## src/rtl/hp_int_to_fp16.sv

```systemverilog
// Iterative signed-integer to IEEE-754 half-precision converter, normalising one bit per clock.
// Build option: define HP_I2F_RNE_EN for round-to-nearest-even; default rounds half away from zero.
module hp_int_to_fp16 #(
  parameter int INT_W = 16
) (
  input  logic             clk,
  input  logic             rst,
  input  logic             in_valid,
  output logic             in_ready,
  input  logic [INT_W-1:0] int_in,
  output logic             out_valid,
  input  logic             out_ready,
  output logic [15:0]      hp_out,
  output logic [1:0]       ex_flag,
  output logic [2:0]       dbg_state
);

  // Handshake: a transfer happens on a rising edge where valid && ready are both high.
  // in_ready is high only in IDLE; out_valid is high only in DONE and the result is held
  // unchanged until out_ready is seen, after which the converter returns to IDLE.

  typedef enum logic [2:0] {
    S_IDLE  = 3'd0,
    S_ABS   = 3'd1,
    S_NORM  = 3'd2,
    S_ROUND = 3'd3,
    S_DONE  = 3'd4
  } state_t;

  localparam logic [5:0] EXP_TOP = 6'(15 + INT_W - 1);

  state_t           state_q;
  logic [INT_W-1:0] mag_q;
  logic             sign_q;
  logic [5:0]       lz_q;
  logic             in_ready_q;
  logic             out_valid_q;
  logic [15:0]      hp_q;
  logic [1:0]       ex_q;

  logic [INT_W-1:0] mag_abs_d;
  logic [9:0]       mant_raw;
  logic             guard;
  logic             sticky;
  logic             round_up;
  logic [10:0]      mant_sum;
  logic [5:0]       exp_raw;
  logic [5:0]       exp_rnd;
  logic             ovf;
  logic [15:0]      hp_d;
  logic [1:0]       ex_d;

  always_comb begin
    mag_abs_d = sign_q ? ({INT_W{1'b0}} - mag_q) : mag_q;
    mant_raw  = mag_q[INT_W-2 -: 10];
    guard     = mag_q[INT_W-12];
    sticky    = |mag_q[INT_W-13:0];
`ifdef HP_I2F_RNE_EN
    round_up  = guard & (sticky | mant_raw[0]);
`else
    round_up  = guard;
`endif
    mant_sum  = {1'b0, mant_raw} + {10'd0, round_up};
    exp_raw   = EXP_TOP - lz_q;
    // A mantissa carry leaves mant_sum[9:0] at zero and bumps the exponent.
    exp_rnd   = exp_raw + {5'd0, mant_sum[10]};
    ovf       = (exp_rnd >= 6'd31);
    hp_d      = ovf ? {sign_q, 5'h1F, 10'h000} : {sign_q, exp_rnd[4:0], mant_sum[9:0]};
    ex_d      = {guard | sticky, ovf};
  end

  always_ff @(posedge clk or posedge rst) begin
    if (rst) begin
      state_q     <= S_IDLE;
      mag_q       <= '0;
      sign_q      <= 1'b0;
      lz_q        <= '0;
      in_ready_q  <= 1'b1;
      out_valid_q <= 1'b0;
      hp_q        <= 16'h0000;
      ex_q        <= 2'b00;
    end else begin
      case (state_q)
        S_IDLE: begin
          if (in_valid) begin
            mag_q      <= int_in;
            sign_q     <= int_in[INT_W-1];
            in_ready_q <= 1'b0;
            state_q    <= S_ABS;
          end
        end
        S_ABS: begin
          mag_q <= mag_abs_d;
          lz_q  <= '0;
          if (mag_abs_d == '0) begin
            hp_q        <= 16'h0000;
            ex_q        <= 2'b00;
            out_valid_q <= 1'b1;
            state_q     <= S_DONE;
          end else begin
            state_q <= S_NORM;
          end
        end
        S_NORM: begin
          if (!mag_q[INT_W-1]) begin
            mag_q <= mag_q << 1;
            lz_q  <= lz_q + 6'd1;
          end else begin
            state_q <= S_ROUND;
          end
        end
        S_ROUND: begin
          hp_q        <= hp_d;
          ex_q        <= ex_d;
          out_valid_q <= 1'b1;
          state_q     <= S_DONE;
        end
        S_DONE: begin
          if (out_ready) begin
            out_valid_q <= 1'b0;
            in_ready_q  <= 1'b1;
            state_q     <= S_IDLE;
          end
        end
        default: begin
          out_valid_q <= 1'b0;
          in_ready_q  <= 1'b1;
          state_q     <= S_IDLE;
        end
      endcase
    end
  end

  assign in_ready  = in_ready_q;
  assign out_valid = out_valid_q;
  assign hp_out    = hp_q;
  assign ex_flag   = ex_q;
  assign dbg_state = state_q;

endmodule

```

## config.mk

```make
export PLATFORM = sky130hd
export DESIGN_NAME = hp_int_to_fp16
export DESIGN_NICKNAME = d
export VERILOG_FILES = /design/src/rtl/hp_int_to_fp16.sv
export SDC_FILE = /design/constraint.sdc
export NUM_CORES = 1
export LEC_CHECK = 0
export CAP_MARGIN = 20
export CORE_UTILIZATION = 45
export CTS_CLUSTER_SIZE = 12
export DETAILED_ROUTE_END_ITERATION = 8
export PLACE_DENSITY = 0.71
export SLEW_MARGIN = 30
export SYNTH_ARGS = -nofsm -noshare
export SYNTH_HDL_FRONTEND = slang
export SYNTH_SLANG_ARGS = --single-unit
```

## constraint.sdc

```tcl
create_clock -name clk -period 4.85 [get_ports clk]
set_clock_uncertainty 0.1 [all_clocks]
set_input_delay 0.485 -clock clk [delete_from_list [all_inputs] [get_ports clk]]
set_output_delay 0.485 -clock clk [all_outputs]
set_load 0.05 [all_outputs]
```

Word level (Yosys, flattened, before mapping)
Index checks and enable logic that the tools add are counted.

Register bits after elaboration: 46. Input bits: 20. Word-level logic and storage cells: 65.

Equality and inequality tests: 9. Bitwise gates (word level): 3. Magnitude comparators: 1. Multiplexer cells: 22. Reduce and logical (&&, ||, !) cells: 16. $add $sub $neg: 5.

Operators by type and width (number): 16-bit two-way mux (4); 16-bit case mux with 3 select lines (1); 16-bit case mux with 2 select lines (1); 16-bit zero test (1); 1-bit by 16-bit subtractor with 16-bit output (first input constant) (1); 15-bit two-way mux (1); 3-bit case mux with 5 select lines (1); 3-bit two-way mux (4); 6-bit case mux with 2 select lines (1); 3-bit AND reduction (4); 10-bit by 1-bit adder with 11-bit output (1); 2-bit inequality test (second input constant) (5); 2-bit AND reduction (4); 6-bit by 1-bit adder with 6-bit output (1); 6-bit by 1-bit adder with 6-bit output (second input constant) (1); 3-bit by 2-bit equality test with 1-bit output (second input constant) (2); 6-bit by 5-bit >= comparator with 1-bit output (second input constant) (1); 6-bit two-way mux (1); 5-bit by 6-bit subtractor with 6-bit output (first input constant) (1); 1-bit two-way mux (4); 1-bit case mux with 4 select lines (1); 2-bit case mux with 2 select lines (1); 2-bit nonzero test (2); 4-bit OR reduction (1); other kinds (10) (11).

Depth between registers and ports, before layout
Gate-level depths: netlist (run 1).

Depth after elaboration: 5. Depth in mapped cells: 14. Gate-level depth less buffers: 13.

Worst setup path before layout (run 1)
Ideal clock, no wire load.

Kind: reg-to-reg. Start point: register mag_q[7]. End point: register hp_q[0] (netlist: hp_out[0]). Required time: 4.629 ns. Data arrival time: 3.233 ns. Cell stages (with the launch flop): 15. Path buffers: 1. Setup slack: 1.396 ns. Setup time: 0.121 ns. Cell sequence: dfrtp_1 -> clkbuf_1 -> and3_1 -> and2_1 -> and3_1 -> nand4_1 -> ha_1 -> ha_1 -> or4_1 -> a2bb2oi_1 -> o31ai_1 -> o211ai_1 -> nand2_1 -> clkinv_1 -> a22o_1.

Longest elaborated chain between the ends: 5. Elaborated cells between the ends (all ways): 10.

RTL lines: start, declared (RTL line 33) `logic [INT_W-1:0] mag_q;`; start signal, assigned (RTL line 86) `mag_q <= int_in;`; start signal, assigned (RTL line 93) `mag_q <= mag_abs_d;`; start signal, assigned (RTL line 106) `mag_q <= mag_q << 1;`; 10-bit by 1-bit adder with 11-bit output or 1-bit by 16-bit subtractor with 16-bit output (tied branches) (RTL line 63, 54); 6-bit by 1-bit adder with 6-bit output or 16-bit two-way mux (tied branches) (RTL line 66, 54); 6-bit by 5-bit >= comparator with 1-bit output or 16-bit zero test (tied branches) (RTL line 67, 95); 15-bit two-way mux or 2-bit inequality test (tied branches); 16-bit case mux with 2 select lines or 2-bit AND reduction (tied branches); end signal, assigned (RTL line 113) `hp_q <= hp_d;`; end, declared (RTL line 38) `logic [15:0] hp_q;`.

Several ways; a longest one is shown, not always the timed one. A chain may end at the register's enable or synchronous reset.

Final worst setup path (run 1)
Start point: register mag_q[7]. End point: register hp_q[1] (netlist: hp_out[1]).

The elaborated chain is that of the path after synthesis.

==> summary.md, run 1 <==
| Metric | Value |
|---|---|
| Initial antenna violation count | `0` |
| Seq/Total Area, Yosys | `36.53%` |
| Post-CTS setup buffers | `0` |
| Initial core utilization | `46.43%` |
| Port bufs | `42` |
| Fin crit share | `77.99%` |
| Clock transition at path regs | `0.09 ns` |
| Max Transition Viols Final | `0` |
| Routability cong. | `0.8467` |
| First-pass GRT wire length | `13.08 mm` |
| RSZ-0062 raised after global routing | `no` |
| Worst hold endpoint | `in_ready$_DFFE_PP1P_` |
| Simple-gate share of the synthesized area | `20.90%` |
| Final core utilization | `54.31%` |
| Nets@finish | `410` |
| Slowest cell on the critical path | `dfrtp_1` |
| FF-to-FF End | `hp_out[1]$_DFFE_PP0P_` |
| Status | `complete, no violations` |
| Kind of critical path | `reg -> reg` |
| # clock sinks | `46` |
| Tot GR Track Use | `22.25%` |
| Crit-path max FO | `16` |
| H-tree levels | `2` |
| Ys flop type | `dfrtp_1` |
| Flop2flop setup slack | `1.07 ns` |
| Row count | `30` |
| Syn_area_per_cell | `8.642 um^2` |
| Initial drt markers | `284` |
| Post-synthesis mux area share | `1.666%` |
| Crit path cell chain | `and3_1 > and2_1 > and3_1 > nand4_1 > ha_1 > ha_1 > or4_1 > a2bb2oi_1 > o31ai_1 > o211ai_1 > nand2_1 > clkinv_1 > a22o_1` |
| Actual slew at the worst max-slew pin | `0.7579 ns` |
| Die ar. | `7348 um^2` |
| Max-Slew Margin vs Limit | `49.48%` |
| Worst path max stage delay | `0.66 ns` |
| Highest clock rate | `264.4 MHz` |
| DRT Wirelength | `7.849 mm` |
| Pin count of the biggest net entering global routing | `47` |
| Setup tns final | `0 ns` |
| Total grt overflow | `0` |
| Synth Area in Compound Gates | `25.90%` |
| Synth async-reset ratio | `100.0%` |
| Seq cells post-synth | `46` |
| Static Leakage | `1.487 nW` |
| Routed vias/inst | `6.033` |
| Hold path startpoint | `in_ready$_DFFE_PP1P_` |
| Final Setup Violations | `0` |
| Avg WL per Cell | `16.39 um` |
| # IOs | `43` |
| HPWL Detailed | `5.372 mm` |
| P&R area growth vs syn | `16.98%` |
| Post-synth cell types | `60` |
| Core ar. | `6794 um^2` |
| ANT nets after route | `0` |
| PwrDens | `723.2 nW/um^2` |
| CP startpoint kind | `flop` |
| Post-Synth XOR/XNOR Area | `5.831%` |
| Ant diodes | `0` |
| CP arrival | `3.87 ns` |
| Width of the die | `85.72 um` |
| Final hold vios | `0` |
| CTS resizes | `0` |
| Worst Hold Path Cells | `2` |
| Layout cell share with drive strength beyond 1 | `6.527%` |
| Leading cell type in the layout, fill and taps excluded | `dfrtp_1` |
| TritonCTS clock tree | `yes` |
| Vias | `2,890` |
| Critical path capture point type | `flop` |
| VDD IR max | `463.7 uV` |
| Die Ht | `85.72 um` |
| Clock buffer count from CTS | `5` |
| Synth Instances | `365` |
| Main combinational cell family by area after synthesis | `compound AO/OA/AOI/OAI gates` |
| Number of synthesized flops with an enable pin | `0` |
| Adder-cell area share of the yosys netlist | `3.173%` |
| Detailed Routing Iterations Pass 1 | `5` |
| Clock Path Buffers | `2` |
| Fin crit period | `3.782 ns` |
| Syn Nets | `393` |
| Yosys warns | `0` |
| Max-Cap Viols | `0` |
| DP Cell Count | `471` |
| Clock root cell | `clkbuf_8` |
| Reg2reg path depth | `13` |
| Worst skew pair latency | `0.30 ns` |
| Layout Cells excl Fill | `479` |
| Reg-to-Reg Start | `mag_q[7]$_DFFE_PP0P_` |
| Most frequent cells in the layout | `dfrtp_1 (44), clkdlybuf4s50_1 (42), nand2_1 (29), o21ai_0 (29), nor2_1 (24)` |
| Mapped Area | `3154 um^2` |
| CTS Hold Bufs | `0` |
| Vias in the first global route | `2,681` |
| Worst min-delay path class | `reg -> reg` |
| DRC viols | `0` |
| WP data required | `4.94 ns` |
cells in the mapped netlist (all sizes together) (4+ instances only):
library cell	instances	area, um^2
xnor2	13	113.9
dfrtp	45	1126
buf	6	38.78
a21oi	21	105.1
nand2	29	108.9
o31ai	5	37.54
clkbuf	28	105.1
xor2	8	70.07
or3	6	37.54
nor4	4	40.04
o22ai	5	31.28
nor2b	4	25.02
nand4	7	43.79
a222oi	4	40.04
inv	11	41.29
a22o	13	113.9
or4	5	37.54
a221oi	8	70.07
nor2	24	90.09
o21ai	30	153.9
and3	6	37.54
a21o	5	37.54
ha	8	100.1
nand3	12	60.06
nor3	11	55.05
cell families after synthesis:
logic type      count (synthesis)
flops                          46
buf+inv                        46
compound gates                115
xor+xnor                       21
mux                             5
fa+ha+maj                       8
simple gates                  124
sequential cells by signal, summed over array words and instances, names as in the netlist:
signal	cells
hp_out	16
mag_q	16
lz_q	6
dbg_state	3
ex_flag	2
in_ready	1
out_valid	1
sign_q	1
final cells by class:
type | count | area, um^2
inverters | 12 | 47.55
flip-flops and latches | 46 | 1154
repair buffers | 44 | 435.4
fillers | 649 | 3104
well taps | 96 | 120.1
clock buffers | 7 | 96.34
multi-input cells | 273 | 1828
clock inverters | 1 | 8.758
layer usage:
metal	share of wire, %	GRT usage [%]	wire length (um)
met1	48	32.81	3797
met2	46	34.55	3607
met3	4.8	2.887	378
met4	0.83	5.606	65
met5	0	0	0
worst max-delay path by stage:
stage	slack, ns	from	cells past startpoint	end
5_1_grt	0.81	mag_q[7]$_DFFE_PP0P_	13	hp_out[5]$_DFFE_PP0P_
4_1_cts	1.06	mag_q[7]$_DFFE_PP0P_	13	hp_out[1]$_DFFE_PP0P_
3_3_place_gp	1.24	mag_q[7]$_DFFE_PP0P_	13	hp_out[3]$_DFFE_PP0P_
3_5_place_dp	1.09	mag_q[7]$_DFFE_PP0P_	13	hp_out[1]$_DFFE_PP0P_
6_report	1.07	mag_q[7]$_DFFE_PP0P_	13	hp_out[1]$_DFFE_PP0P_
2_1_floorplan	1.40	mag_q[7]$_DFFE_PP0P_	14	hp_out[0]$_DFFE_PP0P_
where the power goes:
group	total (mW)	switching [mW]	internal, mW
Combinational	1.53	0.904	0.626
Sequential	0.870	0.330	0.541
Clock	0.269	0.138	0.131
through the flow:
| stage | area (um^2) | hold slack, ns | setup slack (ns) | power, mW |
|---|---|---|---|---|
| 2_1_floorplan | 3154 | 0.4192 | 1.396 | 1.990 |
| 4_1_cts | 3689 | 0.4080 | 1.064 | 2.668 |
| 3_5_place_dp | 3583 | 0.3875 | 1.087 | 2.391 |
| 3_3_place_gp | 3572 | 0.3852 | 1.240 | 2.350 |
| 5_1_grt | 3690 | 0.4231 | 0.8121 | 2.876 |
| 6_report | 3690 | 0.4034 | 1.068 | 2.669 |
worst max-delay path: cells and delay by family (launching register included):
family	cells	cell delay, ns
and+or+nand+nor	6	1.29
AOI/OAI and AO/OA	4	0.86
DFF	1	0.66
adders and majority gates	2	0.54
buffers and inverters	1	0.22
(Power assumes the default switching activity.)
==> inputs of run 2 (changes only) <==
PLACE_DENSITY = 0.73   (was 0.71)
clock period = 3.14 ns   (was 4.85 ns; I/O delays follow)
==> summary.md, run 2 (synthesized netlist as in run 1, its figures left out) <==
| Metric | Value |
|---|---|
| Switching share of power | `50.18% (was 51.38%)` |
| WP data required | `3.29 ns (was 4.94 ns)` |
| WP buf/inv | `1 (unchanged)` |
| Layout cell share with drive strength beyond 1 | `14.50% (was 6.527%)` |
| DP Cell Count | `492 (was 471)` |
| Initial antenna violation count | `0 (unchanged)` |
| Leading cell type in the layout, fill and taps excluded | `dfrtp_1 (unchanged)` |
| Reg2reg path depth | `14 (was 13)` |
| Nets@finish | `434 (was 410)` |
| Status | `finished, violations left (was complete, no violations)` |
| Highest clock rate | `319.1 MHz (was 264.4 MHz)` |
| Worst min-delay path class | `in -> async (was reg -> reg)` |
| Die Ht | `85.72 um (unchanged)` |
| Clock transition at path regs | `0.10 ns (was 0.09 ns)` |
| Port bufs | `42 (unchanged)` |
| Core ar. | `6794 um^2 (unchanged)` |
| Pin count of the biggest net entering global routing | `47 (unchanged)` |
| Register area | `1152 um^2 (was 1154 um^2)` |
| Width of the die | `85.72 um (unchanged)` |
| P&R area growth vs syn | `24.12% (was 16.98%)` |
| PwrDens | `1114 nW/um^2 (was 723.2 nW/um^2)` |
| Routability cong. | `0.8969 (was 0.8467)` |
| Clock root cell | `clkbuf_8 (unchanged)` |
| VDD IR max | `750.9 uV (was 463.7 uV)` |
| ANT nets after route | `0 (unchanged)` |
| DRT Wirelength | `8.207 mm (was 7.849 mm)` |
| P_sw | `2.188 mW (was 1.371 mW)` |
| Detailed Routing Iterations Pass 1 | `7 (was 5)` |
| Critical path capture point type | `flop (unchanged)` |
| CP arrival | `3.28 ns (was 3.87 ns)` |
| Most frequent CP cell | `and3_4` |
| Crit-path max FO | `4 (was 16)` |
| Critical path's top delay family | `simple AND/OR/NAND/NOR gates (unchanged)` |
| Final Total Pwr | `4.360 mW (was 2.669 mW)` |
| # IOs | `43 (unchanged)` |
| Crit path cell chain | `and3_4 > and2_4 > and3_4 > nand4_1 > ha_2 > ha_4 > or4_4 > a2bb2oi_4 > o31ai_2 > o211ai_1 > buf_4 > a21oi_2 > a21oi_1 > a21bo_2 (was and3_1 > and2_1 > and3_1 > nand4_1 > ha_1 > ha_1 > or4_1 > a2bb2oi_1 > o31ai_1 > o211ai_1 > nand2_1 > clkinv_1 > a22o_1)` |
| Most frequent cells in the layout | `dfrtp_1 (45), clkdlybuf4s50_1 (42), nand2_1 (29), o21ai_0 (29), buf_4 (26) (was dfrtp_1 (44), clkdlybuf4s50_1 (42), nand2_1 (29), o21ai_0 (29), nor2_1 (24))` |
| Sequential power share | `26.2% (was 32.6%)` |
| Worst Slack Setup Final | `0.005888 ns (was 1.068 ns)` |
| Max-Slew Margin vs Limit | `46.38% (was 49.48%)` |
| TritonCTS clock tree | `yes (unchanged)` |
| Pre-CTS setup slack | `0.06956 ns (was 1.087 ns)` |
| HPWL Detailed | `5.701 mm (was 5.372 mm)` |
| Gate power share | `64.8% (was 57.3%)` |
| Slowest cell on the critical path | `or4_4 (was dfrtp_1)` |
| Fin crit period | `3.134 ns (was 3.782 ns)` |
| Die ar. | `7348 um^2 (unchanged)` |
| Routed vias/inst | `5.986 (was 6.033)` |
| Static Leakage | `1.607 nW (was 1.487 nW)` |
| CTS Hold Bufs | `0 (unchanged)` |
| Worst path max stage delay | `0.44 ns (was 0.66 ns)` |
| Total grt overflow | `0 (unchanged)` |
| Layout Cells excl Fill | `503 (was 479)` |
| Tot GR Track Use | `23.24% (was 22.25%)` |
| Fin crit share | `99.81% (was 77.99%)` |
| Ant diodes | `0 (unchanged)` |
| Clock Path Buffers | `2 (unchanged)` |
| Max Transition Viols Final | `0 (unchanged)` |
| DRC viols | `1 (was 0)` |
| Kind of critical path | `reg -> reg (unchanged)` |
| # clock sinks | `46 (unchanged)` |
| Clock network power share | `9.0% (was 10.1%)` |
| Initial drt markers | `244 (was 284)` |
| Vias | `3,011 (was 2,890)` |
| Actual slew at the worst max-slew pin | `0.8034 ns (was 0.7579 ns)` |
| Row count | `30 (unchanged)` |
| Max-Cap Viols | `0 (unchanged)` |
| Clock buffer count from CTS | `5 (unchanged)` |
| First-pass GRT wire length | `13.54 mm (was 13.08 mm)` |
| Worst skew pair latency | `0.31 ns (was 0.30 ns)` |
| Vias in the first global route | `2,864 (was 2,681)` |
| RSZ-0062 raised after global routing | `yes (was no)` |
| CP startpoint kind | `flop (unchanged)` |
| WP depth | `14 (was 13)` |
| Final Setup Violations | `0 (unchanged)` |
| Avg WL per Cell | `16.32 um (was 16.39 um)` |
| Failing checks | `design-rule violations` |
| FILL cells | `598 (was 649)` |
| H-tree levels | `2 (unchanged)` |
| Area of the multi-input gates | `1887 um^2 (was 1828 um^2)` |
| Int Pwr | `2.172 mW (was 1.297 mW)` |
| Final hold vios | `0 (unchanged)` |
| Initial core utilization | `46.43% (unchanged)` |
## run 2: cell type report
cell class                 instances  share of cell area (%)
clock buffer                       7                   2.205
clock inverter                     1                  0.1278
inverter                          12                   1.246
multi-input combinational        273                   48.19
sequential                        46                   29.43
tap                               96                   3.068
timing repair buffer              68                   15.72
## run 2: through the flow
step	setup TNS, ns	util (%)	hold WS (ns)	instance area [um^2]
2_1_floorplan	0	-	0.3645	3201
3_3_place_gp	0	55.41	0.3860	3765
3_5_place_dp	0	55.41	0.3927	3765
4_1_cts	0	56.76	0.4123	3856
5_1_grt	-1.255	57.62	0.4268	3915
6_report	0	57.62	0.3510	3915
## run 2: worst paths after layout
check / startpoint / end / slack, ns
worst max register to register: mag_q[7]$_DFFE_PP0P_ / hp_out[11]$_DFFE_PP0P_ / 0.006
worst min-delay path: rst / lz_q[4]$_DFFE_PP0P_ / 0.35
max in group asynchronous: rst / hp_out[4]$_DFFE_PP0P_ / 2.10
worst min register to register: in_ready$_DFFE_PP1P_ / in_ready$_DFFE_PP1P_ / 0.41
min in group clk: in_ready$_DFFE_PP1P_ / in_ready$_DFFE_PP1P_ / 0.41
worst max-delay path: mag_q[7]$_DFFE_PP0P_ / hp_out[11]$_DFFE_PP0P_ / 0.006
## run 2: what timing repair did
item / CTS / global route
setup buffers: 0 / 3
gates resized for setup: 0 / 7
endpoints found under the setup margin: 0 / 14
## run 2: per-layer routing
| metal | GRT usage [%] | up-vias | share of wire [%] |
|---|---|---|---|
| li1 | - | 1433 | - |
| met1 | 31.41 | 1465 | 46 |
| met2 | 37.67 | 99 | 48 |
| met3 | 3.657 | 14 | 4.8 |
| met4 | 8.788 | 0 | 1.9 |
| met5 | 0 | - | 0 |
## run 2: power by group through the flow
stage / combinational (mW) / clock, mW / sequential (mW)
6_report: 2.82 / 0.392 / 1.14
3_3_place_gp: 2.69 / 0 / 1.14
4_1_cts: 2.75 / 0.392 / 1.14
5_1_grt: 3.06 / 0.420 / 1.19
3_5_place_dp: 2.73 / 0 / 1.15
2_1_floorplan: 1.71 / 0 / 1.40
==> inputs of run 3 (changes only) <==
GPL_ROUTABILITY_DRIVEN = 0   (was unset)
==> results of run 3 <==
The final DEF is identical to that of run 2; final timing and power are the same.
